## config.mk

```make
export PLATFORM = sky130hd
export DESIGN_NAME = fetch
export DESIGN_NICKNAME = d
export VERILOG_FILES = /design/src/rtl/cpu_pkg.sv /design/src/rtl/fetch_hold.sv /design/src/rtl/fetch.sv
export SDC_FILE = /design/constraint.sdc
export NUM_CORES = 1
export LEC_CHECK = 0
export BUFFER_PORTS_ARGS = -buffer_cell sky130_fd_sc_hd__buf_4
export CAP_MARGIN = 20
export CORE_MARGIN = 4
export CORE_UTILIZATION = 43
export DETAILED_ROUTE_END_ITERATION = 12
export GPL_TIMING_DRIVEN = 1
export PLACE_DENSITY = 0.76
export SETUP_SLACK_MARGIN = 0.02
export SYNTH_ARGS = -nofsm -noshare
export SYNTH_HDL_FRONTEND = slang
export SYNTH_SLANG_ARGS = --single-unit
```

## constraint.sdc

```tcl
create_clock -name clk -period 1.7 [get_ports clk]
set_clock_uncertainty 0.1 [all_clocks]
set_input_delay 0.085 -clock clk [delete_from_list [all_inputs] [get_ports clk]]
set_output_delay 0.085 -clock clk [all_outputs]
set_load 0.03 [all_outputs]
```

## src/rtl/cpu_pkg.sv

```systemverilog
// ---------------------------------------------------------------------------
// cpu_pkg
//   Shared types and constants for the pipelined CPU front end and the stages
//   that talk to it. The program counter is word addressed.
//
//   PC_W      program-counter / instruction-memory address width
//   INSTR_W   instruction width
//   RESET_PC  PC value loaded at reset
//   pc_t      PC type. Decode and execute use it too, so redirect targets and
//             presented PCs always agree in width.
//   instr_t   instruction word type
//   fetch_state_t  fetch front-end state: RUN or HALTED
// ---------------------------------------------------------------------------
package cpu_pkg;

  localparam int PC_W    = 5;
  localparam int INSTR_W = 32;

  typedef logic [PC_W-1:0]    pc_t;
  typedef logic [INSTR_W-1:0] instr_t;

  localparam pc_t RESET_PC = '0;

  typedef enum logic [0:0] {
    RUN    = 1'b0,
    HALTED = 1'b1
  } fetch_state_t;

  // Sequential next PC. It wraps modulo 2^PC_W, with no flag.
  function automatic pc_t pc_inc(input pc_t pc);
    return pc + pc_t'(1);
  endfunction

endpackage

```

## src/rtl/fetch_hold.sv

```systemverilog
// ---------------------------------------------------------------------------
// fetch_hold
//   Single-entry hold buffer for the fetch stage. The instruction memory is
//   read every cycle, so its output moves on during a stall. In the first
//   stall cycle this buffer captures the instruction that is being presented.
//   It then supplies that instruction until stall falls. This keeps if_instr
//   stable for the whole stall.
//
//   Ports
//     clk      rising-edge clock
//     rst_n    asynchronous active-low reset
//     stall_i  hazard-unit stall
//     clear_i  drop any held entry (redirect / halt / halted)
//     rdata_i  instruction-memory read data
//     instr_o  instruction to present: the held entry while holding, else rdata_i
// ---------------------------------------------------------------------------
module fetch_hold
  import cpu_pkg::*;
(
  input  logic               clk,
  input  logic               rst_n,
  input  logic               stall_i,
  input  logic               clear_i,
  input  logic [INSTR_W-1:0] rdata_i,
  output logic [INSTR_W-1:0] instr_o
);

  instr_t hold_q;
  instr_t hold_d;
  logic   active_q;
  logic   active_d;

  always_comb begin
    hold_d   = hold_q;
    active_d = active_q;
    if (clear_i) begin
      active_d = 1'b0;
    end else if (stall_i) begin
      // Capture only on the first stall cycle. Later cycles would see the
      // memory output for the following PC.
      if (!active_q) begin
        hold_d   = rdata_i;
        active_d = 1'b1;
      end
    end else begin
      // The cycle in which stall falls still presents the held entry.
      // Decode consumes it then, so release at this edge.
      active_d = 1'b0;
    end
  end

  always_ff @(posedge clk or negedge rst_n) begin
    if (!rst_n) begin
      hold_q   <= '0;
      active_q <= 1'b0;
    end else begin
      hold_q   <= hold_d;
      active_q <= active_d;
    end
  end

  assign instr_o = active_q ? hold_q : rdata_i;

endmodule

```

## src/rtl/fetch.sv

```systemverilog
// ---------------------------------------------------------------------------
// fetch
//   Instruction-fetch stage. It owns the word-addressed PC and drives a
//   synchronous instruction memory: data arrives one cycle after the address.
//   It presents (if_pc, if_instr, if_valid) to decode.
//
//   Next-PC priority while in RUN:
//     1. redirect_valid from execute. Load the target, squash the in-flight
//        request and clear the hold buffer.
//     2. halt_in from decode. Freeze the front end permanently.
//     3. stall from the hazard unit. Hold the PC and the outputs.
//     4. Otherwise advance the PC by 1.
//   In HALTED the stage ignores redirect and stall. Only reset leaves HALTED.
//
//   Optional build macro:
//     FETCH_PERF_EN  fetch_count counts delivered instructions, meaning cycles
//                    with if_valid & ~stall. It saturates at 0xFFFF. Without
//                    the macro there is no counter and fetch_count reads 0.
//
//   Ports
//     clk, rst_n         clock, asynchronous active-low reset
//     stall              hazard-unit stall
//     redirect_valid/pc  taken jump/branch target from execute
//     halt_in            decode holds a halt instruction
//     imem_addr          instruction-memory read address (= PC)
//     imem_rdata         instruction-memory data (one cycle after address)
//     if_valid/pc/instr  instruction presented to decode
//     halted             front end stopped
//     fetch_count        delivered-instruction count
// ---------------------------------------------------------------------------
module fetch
  import cpu_pkg::*;
(
  input  logic               clk,
  input  logic               rst_n,
  input  logic               stall,
  input  logic               redirect_valid,
  input  logic [PC_W-1:0]    redirect_pc,
  input  logic               halt_in,
  output logic [PC_W-1:0]    imem_addr,
  input  logic [INSTR_W-1:0] imem_rdata,
  output logic               if_valid,
  output logic [PC_W-1:0]    if_pc,
  output logic [INSTR_W-1:0] if_instr,
  output logic               halted,
  output logic [15:0]        fetch_count
);

  fetch_state_t state_q;
  fetch_state_t state_d;
  pc_t          pc_q;
  pc_t          pc_d;
  pc_t          if_pc_q;
  pc_t          if_pc_d;
  logic         req_q;
  logic         req_d;

  logic         running;
  logic         hold_clear;
  instr_t       hold_instr;

  assign running = (state_q == RUN);

  // -------------------------------------------------------------------------
  // Next-state / next-PC
  // -------------------------------------------------------------------------
  always_comb begin
    state_d = state_q;
    pc_d    = pc_q;
    if_pc_d = if_pc_q;
    req_d   = req_q;
    if (running) begin
      if (redirect_valid) begin
        // The memory read issued this cycle is wrong-path. Clear req_q so
        // that it appears as the single bubble, and ignore stall.
        pc_d  = redirect_pc;
        req_d = 1'b0;
      end else if (halt_in) begin
        state_d = HALTED;
        req_d   = 1'b0;
      end else if (stall) begin
        // Hold PC, presented PC and valid.
      end else begin
        // Issue pc_q: it becomes the presented PC once its data returns.
        pc_d    = pc_inc(pc_q);
        if_pc_d = pc_q;
        req_d   = 1'b1;
      end
    end
  end

  always_ff @(posedge clk or negedge rst_n) begin
    if (!rst_n) begin
      state_q <= RUN;
      pc_q    <= RESET_PC;
      if_pc_q <= '0;
      req_q   <= 1'b0;
    end else begin
      state_q <= state_d;
      pc_q    <= pc_d;
      if_pc_q <= if_pc_d;
      req_q   <= req_d;
    end
  end

  // -------------------------------------------------------------------------
  // Stall hold buffer
  // -------------------------------------------------------------------------
  assign hold_clear = !running || redirect_valid || halt_in;

  fetch_hold u_hold (
    .clk     (clk),
    .rst_n   (rst_n),
    .stall_i (stall),
    .clear_i (hold_clear),
    .rdata_i (imem_rdata),
    .instr_o (hold_instr)
  );

  // -------------------------------------------------------------------------
  // Outputs
  // -------------------------------------------------------------------------
  assign imem_addr = pc_q;
  assign if_valid  = req_q && running;
  assign if_pc     = if_pc_q;
  // Gate with valid so that reset and bubbles present a clean zero, whatever
  // the memory is returning.
  assign if_instr  = if_valid ? hold_instr : '0;
  assign halted    = (state_q == HALTED);

  // -------------------------------------------------------------------------
  // Delivered-instruction counter
  // -------------------------------------------------------------------------
`ifdef FETCH_PERF_EN
  logic [15:0] count_q;
  logic [15:0] count_d;

  always_comb begin
    count_d = count_q;
    if (if_valid && !stall && (count_q != 16'hFFFF)) begin
      count_d = count_q + 16'd1;
    end
  end

  always_ff @(posedge clk or negedge rst_n) begin
    if (!rst_n) begin
      count_q <= 16'h0000;
    end else begin
      count_q <= count_d;
    end
  end

  assign fetch_count = count_q;
`else
  assign fetch_count = 16'h0000;
`endif

endmodule

```

# --- Word-level counts from Yosys, hierarchy flattened ---
# Index checks and enable logic that the tools add are counted.
totals:
  regBits: 45
  out_inout_bits: 60
  wordCells: 35
  inputBits: 42
classes:
  n_eq_ne: 3
  n_bitwise: 5
  add_sub_neg: 1
  n_reduce_logical: 7
  n_mux: 13
op_table:
  columns: ["op", "count"]
  rows:
  - ["$mux W32", 2]
  - ["$mux W5", 3]
  - ["$mux W1", 8]
  - ["$add A5 B1 Y5 const B", 1]
  - ["$not A1 Y1", 5]
  - ["$reduce_and A2 Y1", 2]
  - ["$reduce_and A4 Y1", 1]
  - ["$ne A3 B1 Y1 const B", 1]
  - ["$reduce_and A3 Y1", 1]
  - ["$logic_or A1 B1 Y1", 2]
  - ["$ne A2 B1 Y1 const B", 1]
  - ["$ne A2 B2 Y1 const B", 1]
  - ["$logic_and A1 B1 Y1", 1]

# --- Longest topological paths before layout ---
depth:
  word_depth: 4
  mapped_depth: 5
  mapped_depth_nobuf: 4

# --- By module ---
# A second synthesis with hierarchy kept.
hier_totals:
  cells_unflattened: 218
  area_unflattened_um2: 2611.3
by_module_without_submodules:
  columns: ["module", "instances", "area_per_inst_um2", "seq_area_each_um2", "cells_each"]
  rows:
  - ["fetch_hold", 1, 1631.6, 825.8, 106]
  - ["fetch", 1, 979.7, 300.3, 112]

# --- Least setup slack after synthesis ---
# No wires, ideal clock.
synth_timing:
  path_kind: "reg-to-reg"
  from: "reg state_q (netlist: halted)"
  to: "reg u_hold.hold_q[0]"
  period_less_slack_ns: 1.779
  slack_ns: -0.079
  path_stages_with_launch: 6
  arrival_ns: 1.551
  required_ns: 1.473
  setup_time_ns: 0.127
  path_buffers: 2
  cell_sequence: "dfrtp_1 > nor4b_2 > nor2b_1 > buf_4 > buf_6 > mux2_1"
synth_via:
  elab_chain_cells: 4
synth_lines:
  columns: ["element", "line_no", "source"]
  rows:
  - ["from (decl)", "fetch.sv:49", "fetch_state_t state_q;"]
  - ["from (signal assigned)", "fetch.sv:99", "state_q <= state_d;"]
  - ["$logic_or A1 B1 Y1 (2 in series)", "fetch.sv:109", "assign hold_clear = !running || redirect_valid || halt_in;"]
  - ["$not A1 Y1 (no line)", null, null]
  - ["$reduce_and A2 Y1 (no line)", null, null]
  - ["to (signal assigned)", "fetch_hold.sv:57", "hold_q <= hold_d;"]
  - ["to (decl)", "fetch_hold.sv:28", "instr_t hold_q;"]
# Every way passes these cells.
# A chain may end at the register's enable or synchronous reset.

# --- Worst setup path after layout ---
layout_timing:
  from: "reg state_q (netlist: halted)"
  to: "out if_instr[11]"
layout_via:
  elab_chain_cells: 3
layout_lines:
  columns: ["element", "line_no", "source"]
  rows:
  - ["$not A1 Y1 (no line)", null, null]
  - ["$logic_and A1 B1 Y1", "fetch.sv:124", "assign if_valid = req_q && running;"]
  - ["$mux W32", "fetch.sv:128", "assign if_instr = if_valid ? hold_instr : '0;"]
  - ["to (decl)", "fetch.sv:44", "output logic [INSTR_W-1:0] if_instr,"]
# Every way passes these cells.

==> impl_results.rst <==
.. list-table::
   :header-rows: 1

   * - Metric
     - Value
   * - Most frequent standard cell in the layout excluding fill and tap cells
     - sky130_fd_sc_hd__buf_4
   * - Number of antenna violations at the first check in global routing
     - 0
   * - Max Cap Viol
     - 0
   * - Worst Setup Slack post-DPL
     - 0.01769 ns
   * - Clock power share
     - 30.2%
   * - Total of flip-flops plus latches after synthesis
     - 45
   * - Net Sw Frac
     - 27.69%
   * - Cell Rows
     - 27
   * - Number of nets at the end of the flow
     - 381
   * - Fmax
     - 0.5752 GHz
   * - Area occupied by multi-input gates
     - 1266 um2
   * - Net switching power of the design
     - 0.7670 mW
   * - Number of distinct library cell variants in the gate-level netlist after synthesis
     - 32
   * - Max-slew violation total from the final report
     - 0
   * - Total detailed-routing wirelength
     - just under 6000 um
   * - Clock transition at path regs
     - 0.08 ns
   * - Final critical-path required period
     - 1.739 ns
   * - Vias after detailed routing
     - approximately 2000
   * - DRC violations left
     - 0
   * - Count of warnings emitted by yosys
     - 0
   * - IO Port Bufs
     - 85
   * - Final number of setup-violating endpoints
     - 13
   * - Failing checks
     - negative setup slack
   * - Count of routing violations after the opening detailed-route iteration
     - 70
   * - Data arrival time at the worst-slack endpoint
     - approximately 1.6 ns
   * - GRT Util Overall
     - 16.37%
   * - Filler cell count in the final layout
     - 401
   * - Critical setup path kind
     - reg -> out
   * - Clock sink count
     - 45
   * - Proportion of netlist area held by the largest area contributor
     - 46.15%
   * - Global-route wire length before repair
     - 9404 um
   * - Worst min-delay path category
     - in -> reg
   * - Detailed-placement wirelength estimate
     - 3629 um
   * - Cell Int Power
     - roughly 2 mW
   * - Worst setup margin
     - -0.03858 ns
   * - Endpoint kind of the worst setup timing path
     - output port
   * - P per Cell Area
     - 730.0 nW/um2
   * - IO Count
     - between 100 and 150
   * - Final Hold Fails
     - 0
   * - Data required time at the worst endpoint
     - approximately 1.5 ns
   * - Clock Root Buffer
     - sky130_fd_sc_hd__clkbuf_8
   * - Largest cells by area after synthesis
     - sky130_fd_sc_hd__dfrtp_1, sky130_fd_sc_hd__mux2_1, sky130_fd_sc_hd__mux2i_1, sky130_fd_sc_hd__nor2_1, sky130_fd_sc_hd__buf_4
   * - Antenna diode count
     - 0
   * - Clock tree from TritonCTS
     - yes
   * - Die Height
     - 83.33 um
   * - Transition at the pin with the smallest max-transition slack
     - around 0.56 ns
   * - Maximum number of pins on one net before global-route repair
     - 46
   * - Area growth syn-to-layout
     - 55.49%
   * - Per-cell routed wire length
     - ~14 um
   * - Share of cells above drive strength 1
     - 41.89%
   * - Worst slew margin relative to its limit
     - 62.36%
   * - Leading area contributor after synthesis
     - sky130_fd_sc_hd__dfrtp_1
   * - Total Die Area
     - 6943 um2
   * - CP startpoint kind
     - flip-flop
   * - Average instance area after synthesis
     - 11.40 um2
   * - Proportion of power drawn by flip-flops and latches
     - between 40 and 50%
   * - Max clock buf depth
     - 2
   * - Total number of H-tree levels
     - 2
   * - Last weighted congestion value of the routability-driven placer
     - 0.7039
   * - Setup repair after global routing missed its margin
     - true
   * - Register-to-register path setup slack
     - -0.01 ns
   * - Vias in the first global route
     - 1972
   * - Worst ir drop on vdd
     - 0.0005618 V
   * - Sequential area share after synthesis
     - 46.15%
   * - Gr ovfl total
     - 0
   * - Number of iterations in the first detailed-routing pass
     - 4
   * - Placed cell count
     - 366
   * - Insertion delay to the later sink of the worst-skew pair
     - 0.30 ns
   * - Width of the die
     - 83.33 um
   * - Register Area
     - 1129 um2
   * - Combined area of all synthesized cells
     - ~2400 um2
   * - Reported leakage power
     - 1.776 nW
   * - Total clock buffers created by CTS
     - 5
   * - Starting utilization of the core area
     - roughly 44%
   * - Share of total power in combinational logic
     - 22.3%
   * - Post-CTS setup-driven buffer insertion count
     - 0
   * - Cells after Synth
     - around 210
   * - Most used cells in the layout excluding fill and tap cells
     - sky130_fd_sc_hd__buf_4, sky130_fd_sc_hd__dfrtp_1, sky130_fd_sc_hd__dlygate4sd3_1
   * - Antenna-violating nets left
     - 0
   * - Post-DR vias/cell
     - 4.898
   * - Status
     - finished with violations
   * - Biggest fanout along the worst timing path
     - 15
   * - Period utilization
     - 102.3%
   * - Number of standard cells in the final layout excluding fillers
     - 411
   * - Placeable Area
     - 5507 um2
-- kinds of logic (layout without fill, tap and decap cells) --
group,Yosys count,in the layout,share of synthesized area (%)
buf+inv,32,142,8.615
compound gates,15,15,4.256
fa+ha+maj,1,1,0.5127
other cells,1,16,0.1537
flops,45,45,46.15
mux,70,70,30.62
simple gates,50,50,9.692
-- power by group through the flow --
stage / sequential, mW / clock, mW / combinational (mW)
detailed placement: 1.33 / 0 / 0.526
floorplan: 1.40 / 0 / 0.240
finish: 1.32 / 0.836 / 0.617
global route: 1.33 / 0.906 / 0.667
global placement: 1.32 / 0 / 0.518
CTS: 1.31 / 0.861 / 0.595
-- layer usage --
| metal | part of all wire [%] | vias to the layer above | track usage (%) |
|---|---|---|---|
| met5 | 0 | - | 0 |
| met4 | 1.0 | 0 | 4.012 |
| met3 | 7.4 | 6 | 5.556 |
| met2 | 50 | 73 | 28.35 |
| met1 | 41 | 975 | 19.45 |
| li1 | - | 959 | - |
-- area by class of cell --
class	instances	area share [%]
multi-input combinational	152	33.38
timing repair buffer	132	31.13
sequential	45	29.75
tap	72	2.375
clock buffer	6	2.177
clock inverter	2	0.9894
inverter	2	0.1979
-- worst paths after layout --
check / from / end / depth (start not counted)
worst max-delay path: halted / if_instr[11] / 5
worst min-delay path: redirect_pc[2] / imem_addr[2] / 3
worst max register to register: halted / u_hold.hold_q[25] / 4
worst min register to register: u_hold.hold_q[21] / u_hold.hold_q[21] / 1
max in group asynchronous: rst_n / halted / 2
min in group asynchronous: rst_n / u_hold.hold_q[0] / 2
-- worst max-delay path: stages (launching register included) --
cell,delay [ns]
sky130_fd_sc_hd__dfrtp_2,0.44
sky130_fd_sc_hd__buf_6,0.15
sky130_fd_sc_hd__nand2b_4,0.17
sky130_fd_sc_hd__buf_6,0.16
sky130_fd_sc_hd__nor2_1,0.15
sky130_fd_sc_hd__buf_4,0.18
-- stage by stage --
stage	instance area [um2]	TNS [ns]	hold slack, ns	util, %	power, mW
2_1_floorplan	2497	-0.5876	-0.3106	-	1.639
3_3_place_gp	3132	0	0.02012	56.87	1.839
3_5_place_dp	3132	0	0.02161	56.87	1.853
4_1_cts	3665	0	0.005365	66.55	2.766
5_1_grt	3794	-3.167	0.008911	68.89	2.906
6_report	3794	-0.1028	0.007217	68.89	2.769
-- flip-flops by register name, summed over array words and instances, names as in the netlist --
| signal | count |
|---|---|
| u_hold.active_q | 1 |
| if_pc | 5 |
| halted | 1 |
| imem_addr | 5 |
| u_hold.hold_q | 32 |
| req_q | 1 |
-- synthesized netlist by cell type --
master and count:
sky130_fd_sc_hd__a211o_1 1, sky130_fd_sc_hd__a21o_1 1, sky130_fd_sc_hd__a22oi_1 1, sky130_fd_sc_hd__a31oi_1 2
sky130_fd_sc_hd__and3b_1 1, sky130_fd_sc_hd__buf_2 3, sky130_fd_sc_hd__buf_4 17, sky130_fd_sc_hd__buf_6 3
sky130_fd_sc_hd__clkbuf_1 7, sky130_fd_sc_hd__conb_1 1, sky130_fd_sc_hd__dfrtp_1 45, sky130_fd_sc_hd__ha_1 1
sky130_fd_sc_hd__inv_1 2, sky130_fd_sc_hd__mux2_1 30, sky130_fd_sc_hd__mux2_2 7, sky130_fd_sc_hd__mux2i_1 33
sky130_fd_sc_hd__nand2_1 1, sky130_fd_sc_hd__nand2b_1 1, sky130_fd_sc_hd__nand3_1 3, sky130_fd_sc_hd__nor2_1 37
sky130_fd_sc_hd__nor2b_1 1, sky130_fd_sc_hd__nor3b_1 1, sky130_fd_sc_hd__nor4_1 1, sky130_fd_sc_hd__nor4_2 1
sky130_fd_sc_hd__nor4b_2 1, sky130_fd_sc_hd__o21ai_0 5, sky130_fd_sc_hd__o21ba_2 1, sky130_fd_sc_hd__o22a_1 1
sky130_fd_sc_hd__o31a_1 1, sky130_fd_sc_hd__o31ai_1 2, sky130_fd_sc_hd__or2_2 1, sky130_fd_sc_hd__or4b_1 1
-- what timing repair did --
action | in CTS | in global routing
hold buffers | 36 | 0
pin swaps | 0 | 0
gates cloned | 1 | 0
endpoints found under the hold margin | 80 | 0
setup endpoints to repair | 62 | 64
gates resized for setup | 13 | 37
Note: power is estimated with default switching activity, not from simulation.
